===== config.mk =====
export PLATFORM = sky130hd
export DESIGN_NAME = booth_multiplier
export DESIGN_NICKNAME = d
export VERILOG_FILES = /design/src/rtl/booth_multiplier_pkg.sv /design/src/rtl/booth_multiplier_dff.sv /design/src/rtl/booth_multiplier.sv
export SDC_FILE = /design/constraint.sdc
export NUM_CORES = 1
export LEC_CHECK = 0
export ABC_CLOCK_PERIOD_IN_PS = 3900
export BUFFER_PORTS_ARGS = -buffer_cell sky130_fd_sc_hd__buf_4
export CAP_MARGIN = 10
export CORE_ASPECT_RATIO = 2
export CORE_UTILIZATION = 45
export DETAILED_ROUTE_END_ITERATION = 8
export MAX_ROUTING_LAYER = met4
export PLACE_DENSITY = 0.65
export SYNTH_ARGS = -nofsm -noshare
export SYNTH_HDL_FRONTEND = slang
export SYNTH_SLANG_ARGS = --single-unit

===== constraint.sdc =====
create_clock -name clk -period 3.9 [get_ports clk]
set_clock_uncertainty 0.1 [all_clocks]
set_input_delay 0.39 -clock clk [delete_from_list [all_inputs] [get_ports clk]]
set_output_delay 0.39 -clock clk [all_outputs]
set_load 0.02 [all_outputs]

===== src/rtl/booth_multiplier_pkg.sv =====
// Shared definitions for the radix-2 Booth multiplier.
//   DEFAULT_WIDTH : default operand width in bits
//   state_t       : control FSM encoding (IDLE / WORK / DONE)
package booth_multiplier_pkg;

    localparam int DEFAULT_WIDTH = 16;

    typedef enum logic [1:0] {
        IDLE = 2'b00,
        WORK = 2'b01,
        DONE = 2'b10
    } state_t;

endpackage


===== src/rtl/booth_multiplier_dff.sv =====
// Generic parameterized register with asynchronous active-high reset to zero
// and a synchronous load enable.
//   clk : rising-edge clock
//   rst : asynchronous active-high reset, clears q
//   en  : load enable; q holds when low
//   d   : next value
//   q   : registered value
module booth_multiplier_dff #(
    parameter int W = 1
) (
    input  logic         clk,
    input  logic         rst,
    input  logic         en,
    input  logic [W-1:0] d,
    output logic [W-1:0] q
);

    // NOTE: sequential state uses non-blocking assignments so every register
    // samples its inputs from before the edge, independent of block ordering.
    always_ff @(posedge clk or posedge rst) begin
        if (rst) begin
            q <= '0;
        end else if (en) begin
            q <= d;
        end
    end

endmodule


===== src/rtl/booth_multiplier.sv =====
// Sequential signed radix-2 Booth multiplier: one Booth step per clock,
// WIDTH steps per operation, result registered on entry to DONE.
//   clk          : rising-edge clock
//   rst          : asynchronous active-high reset
//   start        : request, sampled in IDLE; must drop in DONE before re-arm
//   multiplicand : signed operand M, captured on the start edge
//   multiplier   : signed operand Q, captured on the start edge
//   product      : registered signed M*Q, held until the next DONE entry
//   busy         : high while in WORK
//   done         : high while in DONE
module booth_multiplier
    import booth_multiplier_pkg::*;
#(
    parameter int WIDTH = DEFAULT_WIDTH
) (
    input  logic                 clk,
    input  logic                 rst,
    input  logic                 start,
    input  logic [WIDTH-1:0]     multiplicand,
    input  logic [WIDTH-1:0]     multiplier,
    output logic [2*WIDTH-1:0]   product,
    output logic                 busy,
    output logic                 done
);

    localparam int CW = $clog2(WIDTH) + 1;

    logic [1:0]         state_q;
    state_t             state_d;
    logic [WIDTH:0]     a_q, a_d;
    logic [WIDTH:0]     m_q, m_d;
    logic [WIDTH-1:0]   qr_q, qr_d;
    logic               q1_q, q1_d;
    logic [CW-1:0]      count_q, count_d;
    logic [2*WIDTH-1:0] product_d;
    logic               product_en;
    logic               busy_d, done_d;
    logic [WIDTH:0]     sum;

    // NOTE: every variable gets a default at the top of the block so no path
    // leaves one unassigned, which would otherwise infer a latch.
    always_comb begin
        state_d    = state_t'(state_q);
        a_d        = a_q;
        m_d        = m_q;
        qr_d       = qr_q;
        q1_d       = q1_q;
        count_d    = count_q;
        product_en = 1'b0;
        product_d  = {a_q[WIDTH-1:0], qr_q};

        // Booth recoding of the current multiplier bit pair, WIDTH+1 bits wide
        // so that M = -2^(WIDTH-1) cannot overflow when negated.
        case ({qr_q[0], q1_q})
            2'b01:   sum = a_q + m_q;
            2'b10:   sum = a_q - m_q;
            default: sum = a_q;
        endcase

        case (state_t'(state_q))
            IDLE: begin
                if (start) begin
                    state_d = WORK;
                    a_d     = '0;
                    m_d     = {multiplicand[WIDTH-1], multiplicand};
                    qr_d    = multiplier;
                    q1_d    = 1'b0;
                    count_d = '0;
                end
            end
            WORK: begin
                if (count_q == CW'(WIDTH)) begin
                    state_d    = DONE;
                    product_en = 1'b1;
                end else begin
                    // Arithmetic right shift of {sum, qr, q1}.
                    a_d     = {sum[WIDTH], sum[WIDTH:1]};
                    qr_d    = {sum[0], qr_q[WIDTH-1:1]};
                    q1_d    = qr_q[0];
                    count_d = count_q + 1'b1;
                end
            end
            DONE: begin
                if (!start) begin
                    state_d = IDLE;
                end
            end
            default: state_d = IDLE;
        endcase

        // Flags are registered from the next state so they track the state
        // register exactly.
        busy_d = (state_d == WORK);
        done_d = (state_d == DONE);
    end

    booth_multiplier_dff #(.W(2))       u_state   (.clk(clk), .rst(rst), .en(1'b1),       .d(state_d),   .q(state_q));
    booth_multiplier_dff #(.W(WIDTH+1)) u_a       (.clk(clk), .rst(rst), .en(1'b1),       .d(a_d),       .q(a_q));
    booth_multiplier_dff #(.W(WIDTH+1)) u_m       (.clk(clk), .rst(rst), .en(1'b1),       .d(m_d),       .q(m_q));
    booth_multiplier_dff #(.W(WIDTH))   u_qr      (.clk(clk), .rst(rst), .en(1'b1),       .d(qr_d),      .q(qr_q));
    booth_multiplier_dff #(.W(1))       u_q1      (.clk(clk), .rst(rst), .en(1'b1),       .d(q1_d),      .q(q1_q));
    booth_multiplier_dff #(.W(CW))      u_count   (.clk(clk), .rst(rst), .en(1'b1),       .d(count_d),   .q(count_q));
    booth_multiplier_dff #(.W(2*WIDTH)) u_product (.clk(clk), .rst(rst), .en(product_en), .d(product_d), .q(product));
    booth_multiplier_dff #(.W(1))       u_busy    (.clk(clk), .rst(rst), .en(1'b1),       .d(busy_d),    .q(busy));
    booth_multiplier_dff #(.W(1))       u_done    (.clk(clk), .rst(rst), .en(1'b1),       .d(done_d),    .q(done));

endmodule


==> results of run 1 <==
-- worst min-delay path by stage --
stage                                        endpoint  cells past startpoint
after floorplan                 u_qr.q[0]$_DFFE_PP0P_                      2
after CTS                        u_m.q[8]$_DFFE_PP0P_                      3
after global routing             u_m.q[8]$_DFFE_PP0P_                      3
after global placement    u_product.q[17]$_DFFE_PP0P_                      2
final                           u_qr.q[4]$_DFFE_PP0P_                      2
after detailed placement  u_product.q[17]$_DFFE_PP0P_                      2
-- sequential cells by signal, summed over array words and instances (netlist names) --
| name | count |
|---|---|
| u_qr.q | 16 |
| u_a.q | 16 |
| u_state.q | 2 |
| u_busy.q | 1 |
| u_product.q | 32 |
| u_q1.q | 1 |
| u_count.q | 5 |
| u_done.q | 1 |
| u_m.q | 16 |
-- area by class of cell --
class / count / share of cell area (%)
clock inverter: 7 / 1.30
sequential: 90 / 39.1
clock buffer: 9 / 3.91
inverter: 12 / 0.804
multi-input combinational: 375 / 41.9
timing repair buffer: 77 / 10.0
tap: 137 / 2.98
-- through the flow --
stage	setup WS, ns	cell area (sq um)
final	0.275	5760
after global routing	0.0119	5760
after CTS	0.258	5760
after detailed placement	0.329	5460
after global placement	0.409	5460
after floorplan	0.655	4790
-- cells in the final DEF, fill, tap and decap left out, types with 9 or more instances in the layout --
master     netlist  layout
nand2_1         92      92
dfrtp_1         90      90
buf_4            0      77
nor2_1          47      47
mux2_2          31      31
o21ai_0         23      23
xnor2_1         23      23
nand3_1         22      22
ha_1            20      20
a21oi_1         19      19
a31oi_1         15      15
inv_1           11      10
clkbuf_16        0       9
-- kinds of logic after synthesis --
family	after synthesis	share of synthesized area, %
AOI/OAI and AO/OA	90	12.0
xor gates and xnor gates	28	5.11
adders and majority gates	21	5.64
buffers and inverters	35	2.87
DFF	90	47.0
muxes	38	8.74
and+or+nand+nor	198	18.6
-- critical path, cell delays in order, from the launching register on --
cell and delay, ns:
dfrtp_1 0.45, or4_4 0.58, nor3_1 0.40, a21oi_1 0.15, xnor2_1 0.22, ha_1 0.32, a21o_1 0.19, a21o_1 0.18
a211o_1 0.26, a21oi_1 0.16, o21bai_1 0.12, xnor2_1 0.13, o311ai_1 0.26
-- per-layer routing --
metal	up-vias	routed length, microns	global-route usage (%)
met5	-	0	-
li1	1852	-	-
met1	1897	4300	25.0
met4	0	526	12.8
met3	35	338	3.61
met2	93	6990	44.5
==> results by group, run 1 <==
Placement
  • Number of port buffers: 68
  • Hpwl dp: 9.04 mm
  • Routability cong.: 0.862
  • Dpl cells: 691

Finish
  • Final Util: 55.3%
  • Area grow syn2layout: 20.1%
  • N_diodes: 0
  • Cell Count, Final, Fillers Out: 707
  • Final net count: 621
  • Reg area: 2250 sq um
  • FILL cells: 964
  • Layout cell share with drive strength beyond 1: 24.2%
  • Area of the multi-input gates: 2410 sq um

Die
  • DIE HEIGHT: 148 microns
  • Die X: 75.0 microns
  • I/O pins: 69
  • Core footprint: 10400 sq um
  • Initial core utilization: 46.1%
  • Die area: 11100 sq um
  • Row count: 53

STA
  • Finish-stage setup viols: 0
  • Final period util: 92.9%
  • RSZ-0062 raised after global routing: no
  • Worst slew margin: 40.2%
  • Hold Slack: 0.105 ns
  • Setup TNS after final layout: 0 ns
  • Fmax: 0.276 GHz
  • Final Max Slew Viols: 0
  • Fin crit period: 3.62 ns
  • Final hold violation count: 0
  • Worst-Margin Slew: 0.896 ns

Run status
  • Status: finished, final reports clean

Worst setup path
  • CP Launch Type: flop
  • CP startpoint: u_m.q[5]$_DFFE_PP0P_
  • Critical Path Fanout Max: 6
  • FF-to-FF setup slack: 0.28 ns
  • Critical path class: flop to flop
  • Reg-to-reg endpoint: u_a.q[15]$_DFFE_PP0P_
  • Arr. time, crit path: 3.76 ns
  • Worst Setup EP: u_a.q[15]$_DFFE_PP0P_
  • Reg2reg path depth: 12
  • Setup crit end kind: flop
  • RR Startpoint: u_m.q[5]$_DFFE_PP0P_
  • Critical path data required time: 4.04 ns

Yosys
  • Seq/Total Area, Yosys: 47.0%
  • Count leader, synth: nand2_1
  • Yosys warns: 0
  • Synth cell types: 53
  • EDFF count, synth: 0
  • Share of Yosys cell area claimed by the top area cell type: 47.0%
  • Async SR Flop Fraction: 100%
  • Post-synth top cells: nand2_1 (92), dfrtp_1 (90), nor2_1 (47), mux2_2 (31)
  • Syn Nets: 556
  • Primary FF master, synth: dfrtp_1
  • Mapped Cells: 500
  • Top cells by area, synth: dfrtp_1 (47%), mux2_2 (7.3%), nand2_1 (7.2%)
  • Netlist Area Pre-Place: 4790 sq um
  • #FFs+latches synth: 90
  • Synth area leader: dfrtp_1
  • Syn avg cell area: 9.59 sq um

Routing
  • Vias per std cell: 5.48
  • Post-Route WL: 12.2 mm
  • Initial DRC Count: 181
  • DR WL/cell: 17.2 microns
  • Via count: 3877
  • Residual DRC: 0
  • Final ANT Viol Nets: 0
  • Drt pass-1 iters: 4

CTS
  • Clock sink total: 90
  • Reg clk slew, reported paths: 0.07 ns
  • Max clock buf depth: 2
  • Clk root buf: clkbuf_16
  • Post-CTS Resized: 0
  • Hold-fix buffers at CTS: 0
  • CTS tree: done
  • CTS Buf Count: 9
  • Post-CTS Setup Bufs: 0
  • Clk_lat worst skew: 0.35 ns
  • H-tree Lvls: 3

Global route
  • Vias in the first global route: 4059
  • Gr usage total: 24.8%
  • Antenna violations before repair: 0
  • First-pass GRT wire length: 19.7 mm
  • Total congestion overflow: 0
  • Largest net degree at the start of global routing: 52

Hold path
  • HP Class: primary input to async pin

Run
  • Maxcap violations: 0
Power of run 1 is left out: the tool's default activity adds up to more than one toggle a clock period on the data nets, which glitch-free logic cannot reach.
==> inputs of run 2 (changes only) <==
--- a/config.mk
+++ b/config.mk
@@ -5,6 +5,7 @@
 export SDC_FILE = /design/constraint.sdc
 export NUM_CORES = 1
 export LEC_CHECK = 0
+export ABC_AREA = 1
 export ABC_CLOCK_PERIOD_IN_PS = 3900
 export BUFFER_PORTS_ARGS = -buffer_cell sky130_fd_sc_hd__buf_4
 export CAP_MARGIN = 10
@@ -12,7 +13,6 @@
 export CORE_UTILIZATION = 45
 export DETAILED_ROUTE_END_ITERATION = 8
 export MAX_ROUTING_LAYER = met4
-export PLACE_DENSITY = 0.65
 export SYNTH_ARGS = -nofsm -noshare
 export SYNTH_HDL_FRONTEND = slang
 export SYNTH_SLANG_ARGS = --single-unit
==> results by group, run 2 <==
STA
  • Fmax: 0.308 GHz (+12%)
  • Fin crit period: 3.25 ns (-0.379 ns)
  • Final Max Slew Viols: 0 (unchanged)
  • Final hold violation count: 0 (unchanged)
  • Worst slew margin: 33.5% (-6.6 points)
  • Final period util: 83.2% (-9.7 points)
  • RSZ-0062 raised after global routing: no
  • Worst-Margin Slew: 0.995 ns (+0.0990 ns)
  • Setup TNS after final layout: 0 ns (unchanged)
  • Finish-stage setup viols: 0 (unchanged)

Global route
  • First-pass GRT wire length: 22.3 mm (+13%)
  • Largest net degree at the start of global routing: 58 (+12%)
  • Total congestion overflow: 0 (unchanged)
  • Antenna violations before repair: 0 (unchanged)
  • Vias in the first global route: 4576 (+13%)
  • Gr usage total: 25.2% (+0.37 points)

Placement
  • Post-place instance area: 5700 sq um (+4.4%)
  • Routability cong.: 0.898 (+4.2%)
  • Hpwl dp: 10.1 mm (+12%)
  • Number of port buffers: 68 (unchanged)

Run
  • Maxcap violations: 0 (unchanged)

Yosys
  • Async SR Flop Fraction: 100% (unchanged)
  • Top cells by area, synth: dfrtp_1 (44%), nand2_1 (16%), inv_1 (6.4%)
  • Synth area leader: dfrtp_1
  • Share of Yosys cell area claimed by the top area cell type: 43.9% (-3.1 points)
  • #FFs+latches synth: 90 (unchanged)
  • Syn avg cell area: 7.80 sq um (-19%)
  • Mapped Cells: 658 (+32%)
  • Primary FF master, synth: dfrtp_1
  • Synth cell types: 42 (-21%)
  • Yosys warns: 0 (unchanged)
  • Syn Nets: 714 (+28%)
  • EDFF count, synth: 0 (unchanged)
  • Seq/Total Area, Yosys: 43.9% (-3.1 points)
  • Netlist Area Pre-Place: 5130 sq um (+7.0%)
  • Post-synth top cells: nand2_1 (213), dfrtp_1 (90), inv_1 (88), o21ai_0 (44), nor2_1 (33)
  • Count leader, synth: nand2_1

Hold path
  • Hold path cells: 3
  • HP Class: primary input to flop

Worst setup path
  • Cell family with most CP delay: simple AND/OR/NAND/NOR gates
  • Critical path depth: 16 (+4)
  • FF-to-FF setup slack: 0.65 ns (+0.38 ns)
  • CP Launch Type: flop
  • Setup crit end kind: flop
  • Critical Path Fanout Max: 10 (+4)
  • Critical path data required time: 4.04 ns (about the same)
  • Slowest stage cell, crit path: xor2_1
  • Arr. time, crit path: 3.39 ns (-0.37 ns)
  • CP most frequent cell: nand2_1
  • Reg2reg path depth: 16 (+4)
  • Largest stage delay on the critical path: 0.40 ns (-0.18 ns)
  • Critical path class: flop to flop
  • Worst Path Buf+Inv: 3 (+3)
  • Crit-path cells: inv_1 -> ha_1 -> clkinv_1 -> nand2_1 -> xor2_1 -> ha_1 -> nand2_1 -> inv_1 -> nand2_1 -> nand3_1 -> a21oi_1 -> nand2_1 -> nand2_1 -> nand3_1 -> nand2_1 -> nand2_1

Routing
  • Vias per std cell: 5.14 (-6.2%)
  • Post-Route WL: 13.6 mm (+12%)
  • Initial DRC Count: 178 (-1.7%)
  • Via count: 4440 (+15%)
  • Residual DRC: 0 (unchanged)
  • Drt pass-1 iters: 6 (+2)
  • Final ANT Viol Nets: 0 (unchanged)
  • DR WL/cell: 15.8 microns (-8.0%)

Die
  • I/O pins: 69 (unchanged)
  • DIE HEIGHT: 153 microns (+3.4%)
  • Initial core utilization: 46.6% (+0.55 points)
  • Die area: 11900 sq um (+6.9%)
  • Row count: 54 (+1.9%)
  • Core footprint: 11000 sq um (+5.8%)
  • Die X: 77.5 microns (+3.4%)

CTS
  • Clock sink total: 90 (unchanged)
  • H-tree Lvls: 3 (unchanged)
  • CTS tree: done
  • Post-CTS Resized: 0 (unchanged)
  • Clk root buf: clkbuf_16
  • Reg clk slew, reported paths: 0.07 ns (about the same)
  • Max clock buf depth: 2 (unchanged)
  • Clk_lat worst skew: 0.34 ns (about the same)
  • CTS Buf Count: 9 (unchanged)

Finish
  • Largest Register: u_product.q
  • Leading cell type in the layout, fill and taps excluded: nand2_1
  • N_diodes: 0 (unchanged)
  • Final Util: 54.5% (-0.77 points)
  • Most frequent cells in the layout: nand2_1 (213), dfrtp_1 (90), inv_1 (87), buf_4 (70), o21ai_0 (44)
  • Max reg flops: 32 (unchanged)
  • Area grow syn2layout: 17.0%
  • Layout cell share with drive strength beyond 1: 15.4% (-8.9 points)
  • Final net count: 775 (+25%)
  • Design area: 6010 sq um (+4.3%)

Run status
  • Status: finished, final reports clean
## run 2: kinds of logic (layout without fill, tap and decap cells)
group                    after synthesis  in the layout  share of synthesized area [%]
AO/OA/AOI/OAI                        125            125                           14.7
XOR/XNOR                              19             19                           3.24
adder cells (fa/ha/maj)               21             21                           5.27
buffers and inverters                114            179                           9.48
flip-flops                            90             90                           43.9
AND/OR/NAND/NOR                      289            289                           23.5
## run 2: worst paths after layout
kind	endpoint	startpoint
worst max-delay path	u_a.q[13]$_DFFE_PP0P_	u_q1.q$_DFFE_PP0P_
worst min-delay path	u_m.q[9]$_DFFE_PP0P_	multiplicand[9]
worst max register to register	u_a.q[13]$_DFFE_PP0P_	u_q1.q$_DFFE_PP0P_
worst min register to register	u_product.q[2]$_DFFE_PP0P_	u_product.q[2]$_DFFE_PP0P_
max in group asynchronous	u_product.q[27]$_DFFE_PP0P_	rst
min in group asynchronous	u_qr.q[3]$_DFFE_PP0P_	rst
## run 2: area by class of cell
type                    instances  area [sq um]
clock buffers                   9           225
clock inverters                 6          73.8
fillers                      1081          5010
inverters                      93           350
multi-input cells             454          2390
flip-flops and latches         90          2250
well taps                     140           175
repair buffers                 71           536
## run 2: worst min-delay path: stages
cell and delay [ns]:
buf_4 0.08, nand2_1 0.04, nand2_1 0.05
## run 2: routing by layer
metal  up-vias  global-route usage, %  share of wire [%]
li1       2213                      -                  -
met1      2114                   25.6                 37
met5         -                      -                  0
met3        30                   3.22                2.2
met2        83                   46.5                 57
met4         0                   12.0                3.7
## run 2: metrics by stage
stage / worst slack [ns] / hold slack, ns / cells
2_1_floorplan: 1.07 / 0.371 / 658
3_5_place_dp: 0.748 / 0.273 / 847
6_report: 0.654 / 0.140 / 863
5_1_grt: 0.420 / 0.149 / 863
4_1_cts: 0.741 / 0.130 / 863
3_3_place_gp: 0.799 / 0.271 / 847
## run 2: timing repair
| action | in CTS | in global routing |
|---|---|---|
| hold buffers | 1 | 0 |
| endpoints found under the hold margin | 18 | 0 |
| buffers inserted | 0 | 0 |
Power of run 2 is left out for the same reason.
==> inputs of run 3 (changes only) <==
--- a/config.mk
+++ b/config.mk
@@ -6,7 +6,7 @@
 export NUM_CORES = 1
 export LEC_CHECK = 0
 export ABC_AREA = 1
-export ABC_CLOCK_PERIOD_IN_PS = 3900
+export ABC_CLOCK_PERIOD_IN_PS = 3300
 export BUFFER_PORTS_ARGS = -buffer_cell sky130_fd_sc_hd__buf_4
 export CAP_MARGIN = 10
 export CORE_ASPECT_RATIO = 2
==> constraint.sdc (replaced) <==
create_clock -name clk -period 3.3 [get_ports clk]
set_clock_uncertainty 0.1 [all_clocks]
set_input_delay 0.33 -clock clk [delete_from_list [all_inputs] [get_ports clk]]
set_output_delay 0.33 -clock clk [all_outputs]
set_load 0.02 [all_outputs]
==> results by group, run 3 (synthesis gave the netlist of run 2 again) <==
Routing
  • Initial DRC Count: 186 (+4.5%)
  • Post-Route WL: 13.4 mm (-1.6%)
  • DR WL/cell: 15.5 microns (-1.8%)
  • Residual DRC: 0 (unchanged)
  • Vias per std cell: 5.11 (-0.75%)
  • Final ANT Viol Nets: 0 (unchanged)
  • Via count: 4417 (-0.52%)
  • Drt pass-1 iters: 6 (unchanged)

CTS
  • Hold-fix buffers at CTS: 0 (-1)
  • H-tree Lvls: 3 (unchanged)
  • CTS Buf Count: 9 (unchanged)
  • Clk_lat worst skew: 0.34 ns (about the same)
  • Post-CTS Setup Bufs: 0 (unchanged)
  • Max clock buf depth: 2 (unchanged)
  • Post-CTS Resized: 0 (unchanged)
  • Clk root buf: clkbuf_16
  • Reg clk slew, reported paths: 0.07 ns (about the same)
  • CTS tree: done
  • Clock sink total: 90 (unchanged)

Placement
  • Number of port buffers: 68 (unchanged)
  • Hpwl dp: 10.0 mm (-0.99%)
  • Routability cong.: 0.933 (+3.9%)

Worst setup path
  • Slowest stage cell, crit path: dfrtp_1
  • Crit-path cells: inv_1 -> ha_1 -> clkinvlp_4 -> nand2_1 -> o21ai_0 -> xor2_1 -> inv_1 -> ha_1 -> nand2_1 -> inv_1 -> a21oi_1 -> nand2_1 -> nand2_1 -> nand3_1 -> nand2_1 -> nand3_1 -> nand2_1 -> nand2_1
  • Arr. time, crit path: 3.03 ns (-0.36 ns)
  • Setup crit end kind: flop
  • Cell family with most CP delay: simple AND/OR/NAND/NOR gates
  • FF-to-FF setup slack: 0.40 ns (-0.25 ns)
  • Critical Path Fanout Max: 10 (unchanged)
  • Critical path data required time: 3.43 ns (-0.61 ns)
  • Reg-to-reg endpoint: u_a.q[11]$_DFFE_PP0P_
  • Worst Path Buf+Inv: 4 (+1)
  • RR Startpoint: u_q1.q$_DFFE_PP0P_
  • CP Launch Type: flop
  • Largest stage delay on the critical path: 0.36 ns (-0.04 ns)
  • Reg2reg path depth: 18 (+2)
  • CP most frequent cell: nand2_1
  • Critical path class: flop to flop

Global route
  • Gr usage total: 25.1% (-0.15 points)
  • Met3 Use GR: 3.22% (unchanged)
  • Gr busiest metal: met2
  • Total congestion overflow: 0 (unchanged)
  • Vias in the first global route: 4703 (+2.8%)
  • First-pass GRT wire length: 22.2 mm (-0.59%)
  • Antenna violations before repair: 0 (unchanged)
  • Largest net degree at the start of global routing: 91 (+57%)
  • Met2 usage: 48.1% (+1.6 points)
  • Met1 usage: 23.5% (-2.1 points)

Die
  • DIE HEIGHT: 153 microns (unchanged)
  • Core footprint: 11000 sq um (unchanged)
  • Die area: 11900 sq um (unchanged)
  • I/O pins: 69 (unchanged)
  • Die X: 77.5 microns (unchanged)
  • Initial core utilization: 46.6% (unchanged)
  • Row count: 54 (unchanged)

Finish
  • Max reg flops: 32 (unchanged)
  • FILL cells: 1094 (+1.2%)
  • Final net count: 776 (+0.13%)
  • Final Util: 54.5% (unchanged)
  • N_diodes: 0 (unchanged)
  • Most frequent cells in the layout: nand2_1 (213), dfrtp_1 (90), inv_1 (87), buf_4 (71), o21ai_0 (44)
  • Largest Register: u_product.q
  • Leading cell type in the layout, fill and taps excluded: nand2_1
  • Area grow syn2layout: 17.0% (unchanged)
  • Layout cell share with drive strength beyond 1: 15.7% (+0.37 points)

Hold path
  • HP Class: primary input to async pin

Run status
  • Status: complete, but fails checks
  • Failing checks: hold timing

Run
  • Maxcap violations: 0 (unchanged)

STA
  • Final Max Slew Viols: 0 (unchanged)
  • Worst-Margin Slew: 0.966 ns (-0.0297 ns)
  • RSZ-0062 raised after global routing: no
  • Worst slew margin: 35.5% (+2.0 points)
  • Final hold violation count: 20 (+20)
  • Hold Slack: -0.0286 ns (-0.168 ns)
  • Final period util: 87.8% (+4.6 points)
  • Finish-stage setup viols: 0 (unchanged)
  • Fmax: 0.345 GHz (+12%)
  • Setup TNS after final layout: 0 ns (unchanged)
  • Fin crit period: 2.90 ns (-0.347 ns)
-- run 3: area by class of cell --
type,instances,area [sq um],area share [%]
clock buffers,10,229,3.81
clock inverters,6,48.8,0.812
inverters,93,354,5.90
multi-input cells,454,2390,39.9
flip-flops and latches,90,2250,37.5
well taps,140,175,2.92
repair buffers,72,553,9.21
-- run 3: worst reg2reg max path, stage by stage, from the launching register on --
cell and delay, ns:
dfrtp_1 0.36, inv_1 0.08, ha_1 0.21, clkinvlp_4 0.21, nand2_1 0.15, o21ai_0 0.11, xor2_1 0.14, inv_1 0.09
ha_1 0.34, nand2_1 0.13, inv_1 0.05, a21oi_1 0.26, nand2_1 0.14, nand2_1 0.10, nand3_1 0.07, nand2_1 0.06
nand3_1 0.07, nand2_1 0.08, nand2_1 0.05
-- run 3: worst max-delay path by stage --
stage	to	start	depth (start not counted)
after floorplan	u_a.q[0]$_DFFE_PP0P_	rst	1
after global placement	u_a.q[11]$_DFFE_PP0P_	u_q1.q$_DFFE_PP0P_	18
after detailed placement	u_a.q[11]$_DFFE_PP0P_	u_q1.q$_DFFE_PP0P_	18
after CTS	u_a.q[11]$_DFFE_PP0P_	u_q1.q$_DFFE_PP0P_	18
after global routing	u_a.q[11]$_DFFE_PP0P_	u_q1.q$_DFFE_PP0P_	18
final	u_a.q[11]$_DFFE_PP0P_	u_q1.q$_DFFE_PP0P_	18
-- run 3: layer usage --
layer  vias up  wire length [microns]
li1       2227                      -
met1      2095                   4860
met2        74                   7780
met3        21                    340
met4         0                    450
met5         -                      0
-- run 3: metrics by stage --
stage / cells / area, sq um / worst slack [ns]
after floorplan: 658 / 5130 / 0.535
after global placement: 849 / 5720 / 0.417
after detailed placement: 849 / 5720 / 0.375
after CTS: 865 / 6000 / 0.352
after global routing: 865 / 6010 / 0.0473
final: 865 / 6010 / 0.401
Power of run 3 is left out for the same reason.
